## src/rtl/pc_redirect_ctrl_pkg.sv

```systemverilog
// Shared widths, FSM state codes and redirect-source codes for the fetch-PC redirect controller.
// The `PC_WIDTH/`JUMP_WIDTH defines live here so every file of the block sees one definition.
`ifndef PC_REDIRECT_CTRL_DEFINES
`define PC_REDIRECT_CTRL_DEFINES
`define PC_WIDTH   32
`define JUMP_WIDTH 26
`endif

package pc_redirect_ctrl_pkg;

    typedef enum logic {
        PR_RUN  = 1'b0,
        PR_PEND = 1'b1
    } pr_state_e;

    typedef enum logic [1:0] {
        PR_SRC_NONE = 2'd0,
        PR_SRC_ID   = 2'd1,
        PR_SRC_EX   = 2'd2
    } pr_src_e;

    function automatic logic [31:0] pr_sat_inc(input logic [31:0] v);
        return (v == 32'hFFFF_FFFF) ? v : v + 32'd1;
    endfunction

endpackage

```

## src/rtl/pr_target_calc.sv

```systemverilog
// Combinational ID-stage jump target and JAL return-address generation.
// JR beats JAL beats J; J and JAL share the pseudo-direct target.
module pr_target_calc
    import pc_redirect_ctrl_pkg::*;
#(
    parameter int PC_WIDTH   = `PC_WIDTH,
    parameter int JUMP_WIDTH = `JUMP_WIDTH
) (
    input  logic [PC_WIDTH-1:0]   id_pc_i,
    input  logic                  jal_i,
    input  logic                  jr_i,
    input  logic [JUMP_WIDTH-1:0] jump_addr_i,
    input  logic [PC_WIDTH-1:0]   jr_addr_i,
    output logic [PC_WIDTH-1:0]   id_tgt_o,
    output logic [PC_WIDTH-1:0]   ra_o,
    output logic                  is_jal_o
);

    logic [PC_WIDTH-1:0] pc4;
    logic [PC_WIDTH-1:0] jmp_tgt;

    // Add wraps modulo 2^PC_WIDTH; the region bits come from the delay-slot-free PC+4.
    assign pc4      = id_pc_i + PC_WIDTH'(4);
    assign jmp_tgt  = {pc4[PC_WIDTH-1:JUMP_WIDTH+2], jump_addr_i, 2'b00};
    assign id_tgt_o = jr_i ? jr_addr_i : jmp_tgt;
    assign ra_o     = pc4;
    assign is_jal_o = jal_i & ~jr_i;

endmodule

```

## src/rtl/pc_redirect_ctrl.sv

```systemverilog
// Fetch-PC owner: picks one redirect per cycle (EX branch > ID jump > PC+4), parks redirects seen under stall.
// Optional perf counters when PR_PERF_CNT_EN is defined.
module pc_redirect_ctrl
    import pc_redirect_ctrl_pkg::*;
#(
    parameter int                 PC_WIDTH   = `PC_WIDTH,
    parameter int                 JUMP_WIDTH = `JUMP_WIDTH,
    parameter logic [PC_WIDTH-1:0] RESET_PC  = '0
) (
    input  logic                  pr_i_clk,
    input  logic                  pr_i_rst,
    input  logic                  pr_i_stall,
    input  logic                  pr_i_id_valid,
    input  logic [PC_WIDTH-1:0]   pr_i_id_pc,
    input  logic                  pr_i_j,
    input  logic                  pr_i_jal,
    input  logic                  pr_i_jr,
    input  logic [JUMP_WIDTH-1:0] pr_i_jump_addr,
    input  logic [PC_WIDTH-1:0]   pr_i_jr_addr,
    input  logic                  pr_i_ex_br_taken,
    input  logic [PC_WIDTH-1:0]   pr_i_ex_br_target,
    output logic [PC_WIDTH-1:0]   pr_o_pc,
    output logic                  pr_o_if_flush,
    output logic                  pr_o_id_flush,
    output logic [PC_WIDTH-1:0]   pr_o_ra,
    output logic                  pr_o_ra_we
`ifdef PR_PERF_CNT_EN
    ,
    output logic [31:0]           pr_o_redir_cnt,
    output logic [31:0]           pr_o_stall_cnt
`endif
);

    pr_state_e           state_q, state_d;
    pr_src_e             pend_src_q, pend_src_d;
    logic [PC_WIDTH-1:0] pend_tgt_q, pend_tgt_d;
    logic [PC_WIDTH-1:0] pc_q, pc_d;

    logic [PC_WIDTH-1:0] id_tgt;
    logic                id_is_jal;
    logic                id_req;
    logic                redir_apply;

    pr_target_calc #(
        .PC_WIDTH   (PC_WIDTH),
        .JUMP_WIDTH (JUMP_WIDTH)
    ) u_target_calc (
        .id_pc_i     (pr_i_id_pc),
        .jal_i       (pr_i_jal),
        .jr_i        (pr_i_jr),
        .jump_addr_i (pr_i_jump_addr),
        .jr_addr_i   (pr_i_jr_addr),
        .id_tgt_o    (id_tgt),
        .ra_o        (pr_o_ra),
        .is_jal_o    (id_is_jal)
    );

    assign id_req = pr_i_id_valid & (pr_i_j | pr_i_jal | pr_i_jr);

    always_comb begin
        state_d       = state_q;
        pc_d          = pc_q;
        pend_src_d    = pend_src_q;
        pend_tgt_d    = pend_tgt_q;
        pr_o_if_flush = 1'b0;
        pr_o_id_flush = 1'b0;
        pr_o_ra_we    = 1'b0;
        redir_apply   = 1'b0;

        case (state_q)
            PR_RUN: begin
                if (!pr_i_stall) begin
                    if (pr_i_ex_br_taken) begin
                        pc_d          = pr_i_ex_br_target;
                        pr_o_if_flush = 1'b1;
                        pr_o_id_flush = 1'b1;
                        redir_apply   = 1'b1;
                    end else if (id_req) begin
                        pc_d          = id_tgt;
                        pr_o_if_flush = 1'b1;
                        pr_o_ra_we    = id_is_jal;
                        redir_apply   = 1'b1;
                    end else begin
                        pc_d = pc_q + PC_WIDTH'(4);
                    end
                end else if (pr_i_ex_br_taken) begin
                    pend_src_d = PR_SRC_EX;
                    pend_tgt_d = pr_i_ex_br_target;
                    state_d    = PR_PEND;
                end else if (id_req) begin
                    // JAL link write happens at acceptance, so the held copy never writes again.
                    pend_src_d = PR_SRC_ID;
                    pend_tgt_d = id_tgt;
                    pr_o_ra_we = id_is_jal;
                    state_d    = PR_PEND;
                end
            end
            PR_PEND: begin
                if (pr_i_stall) begin
                    if (pr_i_ex_br_taken && (pend_src_q == PR_SRC_ID)) begin
                        pend_src_d = PR_SRC_EX;
                        pend_tgt_d = pr_i_ex_br_target;
                    end
                end else begin
                    state_d       = PR_RUN;
                    pend_src_d    = PR_SRC_NONE;
                    pr_o_if_flush = 1'b1;
                    redir_apply   = 1'b1;
                    if (pr_i_ex_br_taken) begin
                        pc_d          = pr_i_ex_br_target;
                        pr_o_id_flush = 1'b1;
                    end else begin
                        pc_d          = pend_tgt_q;
                        pr_o_id_flush = (pend_src_q == PR_SRC_EX);
                    end
                end
            end
            default: begin
                state_d    = PR_RUN;
                pend_src_d = PR_SRC_NONE;
            end
        endcase
    end

    always_ff @(posedge pr_i_clk) begin
        if (pr_i_rst) begin
            state_q    <= PR_RUN;
            pc_q       <= RESET_PC;
            pend_src_q <= PR_SRC_NONE;
            pend_tgt_q <= '0;
        end else begin
            state_q    <= state_d;
            pc_q       <= pc_d;
            pend_src_q <= pend_src_d;
            pend_tgt_q <= pend_tgt_d;
        end
    end

    assign pr_o_pc = pc_q;

`ifdef PR_PERF_CNT_EN
    logic [31:0] redir_cnt_q, stall_cnt_q;

    always_ff @(posedge pr_i_clk) begin
        if (pr_i_rst) begin
            redir_cnt_q <= '0;
            stall_cnt_q <= '0;
        end else begin
            if (redir_apply) redir_cnt_q <= pr_sat_inc(redir_cnt_q);
            if (pr_i_stall)  stall_cnt_q <= pr_sat_inc(stall_cnt_q);
        end
    end

    assign pr_o_redir_cnt = redir_cnt_q;
    assign pr_o_stall_cnt = stall_cnt_q;
`else
    logic unused_apply;
    assign unused_apply = redir_apply;
`endif

endmodule

```

## config.mk

```make
export PLATFORM = sky130hd
export DESIGN_NAME = pc_redirect_ctrl
export DESIGN_NICKNAME = d
export VERILOG_FILES = /design/src/rtl/pc_redirect_ctrl_pkg.sv /design/src/rtl/pr_target_calc.sv /design/src/rtl/pc_redirect_ctrl.sv
export SDC_FILE = /design/constraint.sdc
export NUM_CORES = 1
export LEC_CHECK = 0
export ABC_AREA = 1
export CORE_MARGIN = 8
export CORE_UTILIZATION = 40
export CTS_CLUSTER_SIZE = 14
export DETAILED_ROUTE_END_ITERATION = 7
export DONT_BUFFER_PORTS = 1
export HOLD_SLACK_MARGIN = 0.03
export PLACE_DENSITY = 0.54
export SLEW_MARGIN = 25
export SYNTH_ARGS = -nofsm -noshare
export SYNTH_HDL_FRONTEND = slang
export SYNTH_SLANG_ARGS = --single-unit
export TNS_END_PERCENT = 20
```

## constraint.sdc

```tcl
create_clock -name pr_i_clk -period 4.49 [get_ports pr_i_clk]
set_clock_uncertainty 0.2 [all_clocks]
set_input_delay 0.898 -clock pr_i_clk [delete_from_list [all_inputs] [get_ports pr_i_clk]]
set_output_delay 0.898 -clock pr_i_clk [all_outputs]
set_load 0.005 [all_outputs]
```

# After elaboration in Yosys (flattened, before gate mapping)
# Cells that the tools add are included.
dict set report word_totals {
  ff_bits 67
  out_inout_bits 67
  word_cells 60
}
dict set report op_classes {
  add_sub_neg 2
  n_eq_ne 9
  mux 35
  n_bitwise 6
  reduce_logical 4
}
# op n
set op_table {}
lappend op_table {{$mux W32} 11}
lappend op_table {{$pmux W32 S2} 2}
lappend op_table {{$add A32 B3 Y32 const B} 2}
lappend op_table {{$mux W1} 13}
lappend op_table {{$mux W2} 5}
lappend op_table {{$ne A2 B2 Y1 const B} 4}
lappend op_table {{$pmux W1 S2} 3}
lappend op_table {{$pmux W2 S2} 1}
lappend op_table {{$reduce_and A4 Y1} 1}
lappend op_table {{$ne A3 B2 Y1 const B} 1}
lappend op_table {{$ne A3 B3 Y1 const B} 1}
lappend op_table {{$reduce_and A3 Y1} 1}
lappend op_table {{$and A1 B1 Y1} 2}
lappend op_table {{$eq A2 B1 Y1 const B} 1}
lappend op_table {{$eq A2 B2 Y1 const B} 1}
lappend op_table {{$ne A2 B1 Y1 const B} 1}
lappend op_table {{$not A1 Y1} 2}
lappend op_table {{$or A1 B1 Y1} 2}
lappend op_table {{$reduce_and A2 Y1} 1}
lappend op_table {{$logic_and A1 B1 Y1} 1}

# Depth between registers and ports, before layout
# Gate-level depths: netlist (run 1).
dict set report depth {
  word_depth 7
  ltp_mapped 12
}

# Modules after synthesis
# From an unflattened synthesis (run 1), not the netlist that was laid out.
dict set report hier_totals {
  hier_cells 993
  area_unflattened_um2 5700.5
}
# mod n_inst cells_each area_per_inst_um2 seq_area_each_um2
set modules_own_cells {}
lappend modules_own_cells {pc_redirect_ctrl 1 744 4519.3 1341.3}
lappend modules_own_cells {pr_target_calc 1 249 1181.1 0.0}

# Worst setup path before layout (run 1)
# OpenSTA, ideal clock, no wires.
dict set report synth_timing {
  path_kind {input port to output port}
  startpoint {input port pr_i_id_pc[2]}
  endpoint {output port pr_o_ra[24]}
  arrival_ns 1.916
  slack_ns 1.476
  stages 8
  cell_sequence {ha_1 -> nand2_1 -> nor2_4 -> nand2_1 -> nor3_2 -> nand3_1 -> nor2_1 -> xor2_1}
}
dict set report synth_via {
  elab_chain_len 1
}
# item line
set synth_lines {}
lappend synth_lines {{from (decl)} pc_redirect_ctrl.sv:14} ;# input logic [PC_WIDTH-1:0] pr_i_id_pc,
lappend synth_lines {{$add A32 B3 Y32} pr_target_calc.sv:23} ;# assign pc4 = id_pc_i + PC_WIDTH'(4);
lappend synth_lines {{to (decl)} pc_redirect_ctrl.sv:25} ;# output logic [PC_WIDTH-1:0] pr_o_ra,
# Every way passes these cells.

# Worst setup path after layout (run 1)
dict set report layout_timing {
  startpoint {input port pr_i_id_pc[2]}
  endpoint {output port pr_o_ra[26]}
}
# Same word-level chain as after synthesis.

==> impl_metrics.toml, run 1 <==
[die]
rows = 42
initial_core_util_pct = 40.4
fp.dieH_um = 131
die_w_um = 131
die-area_um2 = 17100
boundaryPins = 197
coreArea_um2 = 13100

[cts]
cts_post_setup_buffers_inserted = 0
clkLatencyLatePin_ns = 0.34
clk_pin_slew_ns = 0.06
hold_buffers = 0
h-tree-depth = 3
cts_inserted_buffers = 9
clockRootBuffer = "clkbuf_16"
cts_tree = "built"
post_cts_resized = 0
cts_sinks = 67
cts_max_path_buffers = 2

[placement]
dp_slack_ns = 1.26
dpl.hpwl_um = 15300
gp_congestion = 0.993
port_buffers = 0

[power]
power_leakage_uw = 0.00214
p_per_area_nw_per_um2 = 317
ir_worst_vdd_mv = 0.152

[setup_path]
reg2regPathDepth = 12
cp_slowest_stage_delay_ns = 0.20
criticalPathCategory = "primary input to output port"
regToRegSetupSlack_ns = 2.35
crit_family = "simple AND/OR/NAND/NOR gates"
worstPathRequired_ns = 3.39
cp_cell_sequence = "ha_1, nand2_1, nor2_4, nand2_1, nor3_2, nand2_1, inv_1, nand3_1, xnor2_1"
critical_path_buf_inv_count = 1
endpoint_kind = "output port"
cpMostUsedCell = "nand2_1"
crit_start = "pr_i_id_pc[2]"
arrival_ns = 2.13
r2r-start = "pr_o_pc[3]"
crit_fanout = 4
cpMaxStageDelayCell = "nor3_2"
start_kind = "primary input"
r2r-end = "pr_o_pc[24]"

[layout]
seq_area_um2 = 1340
area_growth_syn_to_layout_pct = 6.25
utilization_pct = 42.9
drive_above_1_share_pct = 7.68
nets = 934
nFillCells = 1371
antenna_cells = 0
multiInputGateArea_um2 = 3470

[logic_synthesis]
synth_top_area_share_pct = 25.4
synth_top_flop_cell = "dfxtp_1"
async_reset_ff_share_pct = 0
yosys-top-cells-count = "nand2_1 (164), a21oi_1 (104), nor2_1 (104), dfxtp_1 (67), inv_1 (54)"
synth_area_um2 = 5290
synthTopCellsByArea = "dfxtp_1 (25%), nand2_1 (12%), a21oi_1 (9.8%)"
ys_seq_area_share_pct = 25.4
yosysTopAreaCell = "dfxtp_1"
synth_cells = 829
syn_nets = 961
yosys_warnings = 0
synth_area_per_cell_um2 = 6.38
yosysMostFrequentCell = "nand2_1"
synth-edff-count = 0
ys_seq_elements = 67
post_synth_num_cell_types = 41

[global_routing]
first_global_vias = 5473
grt_pass1_wl_um = 30300
grt_antenna_before_repair = 0
track_usage_pct = 23.2
grt_overflow = 0
grt_max_degree = 54

[sta]
finalHoldViolCount = 0
finalSetupTns_ns = 0
tightest_slew_ns = 0.847
setup_ws_ns = 1.27
rsz0062_at_grt = "false"
setup_viol = 0
drv_slew = 0
final.min_clock_period_ns = 3.22
max_freq_mhz = 310
timing.slew.headroom_pct = 43.5
fin_crit_sh_pct = 71.8

[outcome]
status = "complete, no violations"

[routing]
dr.first_iter.drc_count = 383
drc = 0
ant_nets = 0
routedWlPerCell_um = 20.8
vias = 5686
dr.pass1.iters = 5
routed_wl_um = 20500
viasPerCell = 5.78

[min_path]
worstHoldStart = "pend_src_q[1]"
holdPathStages = 2
hp-class = "register to register"
hold_end = "pend_src_q[1]"

[run]
max_cap_violations = 0
-- metrics by stage --
| step | total power [uW] | hold slack [ns] | std cells | cell area, um^2 |
|---|---|---|---|---|
| floorplan | 957 | 0.239 | 829 | 5290 |
| global placement | 1020 | 0.249 | 967 | 5310 |
| detailed placement | 1030 | 0.256 | 967 | 5310 |
| CTS | 1790 | 0.264 | 983 | 5620 |
| global route | 1870 | 0.297 | 983 | 5620 |
| finish | 1780 | 0.264 | 983 | 5620 |
-- layer usage --
| metal | routed length (um) | part of all wire (%) | vias to the layer above | track usage, % |
|---|---|---|---|---|
| li1 | - | - | 2750 | - |
| met1 | 8330 | 41 | 2666 | 28.0 |
| met2 | 9770 | 48 | 247 | 39.5 |
| met3 | 2050 | 10 | 23 | 6.45 |
| met4 | 327 | 1.6 | 0 | 6.08 |
| met5 | 0 | 0 | - | 0 |
-- sequential cells by signal, indices dropped and copies added (netlist names) --
| name | flops |
|---|---|
| pend_tgt_q | 32 |
| pr_o_pc | 32 |
| pend_src_q | 2 |
| state_q | 1 |
-- final cells by class --
type / instances / area share [%]
Multi-Input combinational cell: 656 / 61.7
Clock buffer: 11 / 4.14
Timing Repair Buffer: 5 / 0.668
Clock inverter: 5 / 1.38
Tap cell: 176 / 3.92
Sequential cell: 67 / 23.9
Inverter: 63 / 4.26
-- cell usage in the layout (no fill, tap or decap), types with 4 or more instances in the layout --
| cell type | n |
|---|---|
| inv_2 | 7 |
| nor3_2 | 5 |
| dfxtp_1 | 67 |
| a22o_1 | 17 |
| o21ai_0 | 52 |
| a22oi_1 | 7 |
| nand4_1 | 9 |
| nand3_2 | 5 |
| clkbuf_16 | 9 |
| nand3_1 | 44 |
| nand2_4 | 4 |
| a21oi_1 | 104 |
| buf_4 | 5 |
| xor2_1 | 22 |
| nor2_4 | 8 |
| nand2_1 | 164 |
| a31oi_1 | 8 |
| o21ai_1 | 13 |
| o22ai_1 | 15 |
| nor3_1 | 12 |
| o21a_1 | 22 |
| nor2_2 | 6 |
| inv_1 | 54 |
| nor2_1 | 104 |
| xnor2_1 | 14 |
-- cells by family after synthesis --
group	share of synthesized area (%)
compound gates	27.0
xor+xnor	5.97
fa+ha+maj	0.473
buf+inv	9.02
flops	25.4
simple gates	31.6
mux	0.568
-- worst max path at each step --
stage	to	slack, ns	cells past startpoint
6_report	pr_o_ra[26]	1.27	9
5_1_grt	pr_o_ra[26]	1.02	9
4_1_cts	pr_o_ra[26]	1.26	9
3_5_place_dp	pr_o_ra[26]	1.26	9
2_1_floorplan	pr_o_ra[24]	1.48	8
3_3_place_gp	pr_o_ra[26]	1.31	9
-- worst min-delay path, stage by stage, from the launching register on --
cell and delay (ns):
dfxtp_1 0.31, nand2_1 0.06, a21oi_1 0.05
-- power by group --
group	internal (uW)	switching (uW)	total [uW]	leakage (uW)
clock	485	281	766	0.000150
sequential	645	58.4	703	0.000555
combinational	112	201	313	0.00143
total	1240	541	1780	0.00214
(Power assumes the default switching activity.)
==> run 2, diff against run 1 <==
==> constraint.sdc (replaced) <==
create_clock -name pr_i_clk -period 3 [get_ports pr_i_clk]
set_clock_uncertainty 0.2 [all_clocks]
set_input_delay 0.6 -clock pr_i_clk [delete_from_list [all_inputs] [get_ports pr_i_clk]]
set_output_delay 0.6 -clock pr_i_clk [all_outputs]
set_load 0.005 [all_outputs]
==> run 2 against run 1 <==
Against the previous run:
- cell area grew 0.13%
- highest routed layer unchanged
- sequential power is 49% higher
- critical path depth unchanged
- first-iteration DRC count is 0.26% higher
- wire length is 0.20% higher
- largest power group unchanged
- flip-flop and latch count did not move
- register-to-register slack worse by 1.5 ns
- cell count grew 0.20%
- count of clock-buffer cells in the layout down 2
- via count rose by 0.21%
==> impl_metrics.toml, run 2 (synthesized netlist as in run 1, its figures left out) <==
[outcome]
status = "complete, no violations"

[die]
boundaryPins = 197
die-area_um2 = 17100
rows = 42
initial_core_util_pct = 40.4
die_w_um = 131
coreArea_um2 = 13100
fp.dieH_um = 131

[sta]
fin_crit_sh_pct = 88.6
drv_slew = 0
finalSetupTns_ns = 0
finalHoldViolCount = 0
final.min_clock_period_ns = 2.66
tightest_slew_ns = 0.546
timing.slew.headroom_pct = 63.6
setup_viol = 0
rsz0062_at_grt = "false"
max_freq_mhz = 376
whs_ns = 0.125

[layout]
final_cell_mix = "nand2_1 (164), nor2_1 (104), a21oi_1 (104), dfxtp_1 (67), inv_1 (54)"
final_common_cell = "nand2_1"
antenna_cells = 0
utilization_pct = 43.0
area_growth_syn_to_layout_pct = 6.39
nets = 936
drive_above_1_share_pct = 8.16
instances_no_fill = 985

[global_routing]
grt_overflow = 0
track_usage_pct = 23.0
first_global_vias = 5419
grt_pass1_wl_um = 30200
grt_antenna_before_repair = 0
grt_max_degree = 54

[run]
max_cap_violations = 0

[power]
power_leakage_uw = 0.00214
p_per_area_nw_per_um2 = 465
ir_worst_vdd_mv = 0.260

[placement]
port_buffers = 0
gp_congestion = 0.979
placedCellCount = 969
dpl.hpwl_um = 15400

[min_path]
holdPathStages = 1
hold_end = "pend_tgt_q[31]"
hp-class = "primary input to register"
worstHoldStart = "pr_i_rst"

[routing]
viasPerCell = 5.78
dr.first_iter.drc_count = 384
vias = 5698
routed_wl_um = 20500
drc = 0
dr.pass1.iters = 5
ant_nets = 0
routedWlPerCell_um = 20.8

[setup_path]
r2r-end = "pr_o_pc[22]"
start_kind = "primary input"
arrival_ns = 1.86
criticalPathCategory = "primary input to output port"
cpMaxStageDelayCell = "xnor2_1"
reg2regPathDepth = 12
crit_fanout = 4
cpMostUsedCell = "nand2_1"
regToRegSetupSlack_ns = 0.89
worstPathRequired_ns = 2.20
r2r-start = "pr_o_pc[2]"
endpoint_kind = "output port"
cp_cell_sequence = "ha_1, nand2_1, nor2_4, nand2_1, nor3_2, nand2_1, inv_1, nand3_1, xnor2_1"
cp_slowest_stage_delay_ns = 0.22

[cts]
clockRootBuffer = "clkbuf_16"
cts_max_path_buffers = 2
h-tree-depth = 3
clkLatencyLatePin_ns = 0.34
cts_sinks = 67
cts_tree = "built"
post_cts_resized = 0
clk_pin_slew_ns = 0.06
cts_post_setup_buffers_inserted = 0
hold_buffers = 0
cts_inserted_buffers = 9
run 2: cell type report:
cell class              instances  area [um^2]
fillers                      1353         7460
multi-input cells             656         3470
flip-flops and latches         67         1340
inverters                      63          239
clock buffers                   9          225
well taps                     176          220
clock inverters                 7         77.6
repair buffers                  7         52.6
run 2: how the worst max path moves through the flow:
| stage | from | endpoint | slack (ns) | cells past startpoint |
|---|---|---|---|---|
| after floorplan | pr_i_id_pc[2] | pr_o_ra[24] | 0.58 | 8 |
| after global placement | pr_i_id_pc[2] | pr_o_ra[26] | 0.43 | 9 |
| after detailed placement | pr_i_id_pc[2] | pr_o_ra[26] | 0.37 | 9 |
| after CTS | pr_i_id_pc[2] | pr_o_ra[26] | 0.37 | 9 |
| after global routing | pr_i_id_pc[2] | pr_o_ra[26] | 0.20 | 9 |
| final | pr_i_id_pc[2] | pr_o_ra[26] | 0.34 | 9 |
run 2: worst max-delay path: cells and delay by family:
kind                     cells  cell delay, ns
adder cells (fa/ha/maj)      1            0.16
buffers and inverters        1            0.10
XOR/XNOR                     1            0.22
AND/OR/NAND/NOR              6            0.77
run 2: metal layers:
metal	up-vias	share of wire, %	wire [um]	global-route usage [%]
li1	2758	-	-	-
met1	2685	41	8380	27.0
met2	236	48	9830	39.4
met3	19	9.8	2000	6.25
met4	0	1.5	315	7.70
met5	-	0	0	0
run 2: where the power goes:
part	internal, uW	leakage [uW]	total, uW	switching [uW]
registers	965	0.000555	1050	88.3
logic	169	0.00144	470	301
clock network	649	0.000146	1090	441
run 2: through the flow:
| step | setup WS [ns] | instance area [um^2] | power [uW] |
|---|---|---|---|
| 3_5_place_dp | 0.372 | 5320 | 1540 |
| 6_report | 0.341 | 5620 | 2610 |
| 3_3_place_gp | 0.426 | 5320 | 1530 |
| 2_1_floorplan | 0.582 | 5290 | 1430 |
| 4_1_cts | 0.367 | 5620 | 2630 |
| 5_1_grt | 0.199 | 5620 | 2740 |
==> run 3, diff against run 2 <==
==> constraint.sdc (replaced) <==
create_clock -name pr_i_clk -period 2.6 [get_ports pr_i_clk]
set_clock_uncertainty 0.2 [all_clocks]
set_input_delay 0.52 -clock pr_i_clk [delete_from_list [all_inputs] [get_ports pr_i_clk]]
set_output_delay 0.52 -clock pr_i_clk [all_outputs]
set_load 0.005 [all_outputs]
==> run 3 against run 2 <==
Against the previous run:
- hold slack got worse by 0.081 ns
- sequential share of layout area fell by 0.44 points
- count of clock-buffer cells in the layout rose by 3
- flip-flop and latch count did not move
- via count fell by 0.40%
- critical path depth did not move
- utilization rose by 0.80 points
- global-route usage barely moved
- cell area rose by 1.9%
==> impl_metrics.toml, run 3 (synthesized netlist as in run 1, its figures left out) <==
[outcome]
status = "complete, no violations"

[layout]
final_cell_mix = "nand2_1 (163), nor2_1 (104), a21oi_1 (104), dfxtp_1 (67), inv_1 (53)"
nFillCells = 1359
area_growth_syn_to_layout_pct = 8.38
antenna_cells = 0
nets = 942
drive_above_1_share_pct = 9.20
instances_no_fill = 991
final_common_cell = "nand2_1"

[die]
boundaryPins = 197
rows = 42
initial_core_util_pct = 40.4
fp.dieH_um = 131
coreArea_um2 = 13100
die_w_um = 131
die-area_um2 = 17100

[sta]
fin_crit_sh_pct = 94.0
finalSetupTns_ns = 0
final.min_clock_period_ns = 2.44
finalHoldViolCount = 0
timing.slew.headroom_pct = 63.2
drv_slew = 0
tightest_slew_ns = 0.552
setup_ws_ns = 0.156
max_freq_mhz = 409
setup_viol = 0
rsz0062_at_grt = "false"

[setup_path]
cpMostUsedCell = "nand2_1"
r2r-start = "pr_o_pc[3]"
cp_num_cells = 9
crit_start = "pr_i_id_pc[2]"
crit_fanout = 3
regToRegSetupSlack_ns = 0.50
critical_path_buf_inv_count = 1
crit_family = "simple AND/OR/NAND/NOR gates"
worstPathRequired_ns = 1.88
arrival_ns = 1.72
reg2regPathDepth = 12
criticalPathCategory = "primary input to output port"
cpMaxStageDelayCell = "nor3_4"
start_kind = "primary input"
endpoint_kind = "output port"
cp_cell_sequence = "ha_1, nand2_1, nor2_4, nand2_2, nor3_4, nand2_1, inv_2, nand3_2, xnor2_2"
endpoint = "pr_o_ra[26]"
cp_slowest_stage_delay_ns = 0.20
r2r-end = "pr_o_pc[22]"

[run]
max_cap_violations = 0

[cts]
cts_sinks = 67
clkLatencyLatePin_ns = 0.34
cts_inserted_buffers = 9
cts_tree = "built"
clk_pin_slew_ns = 0.06
h-tree-depth = 3
clockRootBuffer = "clkbuf_16"
cts_max_path_buffers = 2
hold_buffers = 0

[global_routing]
grt_max_degree = 54
grt_antenna_before_repair = 0
track_usage_pct = 22.9
grt_pass1_wl_um = 30100
grt_overflow = 0
first_global_vias = 5458

[power]
power_frac_clock_pct = 43.6
swShare_pct = 29.5
ir_worst_vdd_mv = 0.253
power_leakage_uw = 0.00220
p_seq_share_pct = 38.7
p_int_uw = 2210
p_per_area_nw_per_um2 = 547
switchingPower_uw = 923
comb_power_share_pct = 17.7

[min_path]
hp-class = "primary input to register"

[routing]
ant_nets = 0
dr.first_iter.drc_count = 353
routed_wl_um = 20200
viasPerCell = 5.73
dr.pass1.iters = 4
routedWlPerCell_um = 20.4
drc = 0
vias = 5675

[placement]
gp_congestion = 1.02
port_buffers = 0
dp_slack_ns = 0.122
dpl.hpwl_um = 15400
placedCellCount = 974
run 3: cell types whose count changed in the layout (fill, tap and decap cells not counted), sizes merged:
cell and change:
clkbuf +3, bufinv +1, buf +6, clkinv -3
inv -1
run 3: how the worst min path moves through the flow:
stage                        from             end  slack [ns]  depth (start not counted)
finish                   pr_i_rst   pend_src_q[1]        0.04                          1
global route             pr_i_rst  pend_tgt_q[30]        0.03                          1
CTS                      pr_i_rst   pend_src_q[1]        0.03                          1
detailed placement  pend_src_q[1]   pend_src_q[1]        0.25                          2
global placement    pend_src_q[1]   pend_src_q[1]        0.25                          2
floorplan           pend_src_q[1]   pend_src_q[1]        0.24                          2
run 3: per-stage QoR:
step / cell area, um^2 / hold WS, ns / power, uW / util (%)
floorplan: 5290 / 0.239 / 1650 / -
global placement: 5370 / 0.246 / 1770 / 41.0
detailed placement: 5370 / 0.250 / 1790 / 41.0
CTS: 5700 / 0.0340 / 3160 / 43.6
global route: 5730 / 0.0331 / 3290 / 43.8
finish: 5730 / 0.0450 / 3130 / 43.8
run 3: repair_timing:
item,in CTS,in global routing
buffers inserted,0,1
resized for setup,0,5
setup endpoints to repair,0,1
run 3: routing by layer:
layer	wire length (um)	global-route usage [%]	vias up	part of all wire, %
met3	2080	8.85	28	10
met1	8130	26.0	2629	40
met5	0	0	-	0
li1	-	-	2770	-
met4	389	7.16	0	1.9
met2	9640	38.9	248	48
run 3: power by group through the flow:
stage / Clock, uW / Sequential (uW) / Combinational, uW
3_5_place_dp: 0 / 1240 / 552
5_1_grt: 1440 / 1230 / 625
2_1_floorplan: 0 / 1200 / 454
4_1_cts: 1390 / 1210 / 555
6_report: 1360 / 1210 / 555
3_3_place_gp: 0 / 1230 / 542
run 3: area by class of cell:
cell class,count,area (um^2),share of cell area [%]
Timing Repair Buffer,13,110,1.92
Clock inverter,4,72.6,1.27
Tap cell,176,220,3.84
Inverter,63,239,4.17
Sequential cell,67,1340,23.4
Clock buffer,12,256,4.48
Multi-Input combinational cell,656,3490,60.9
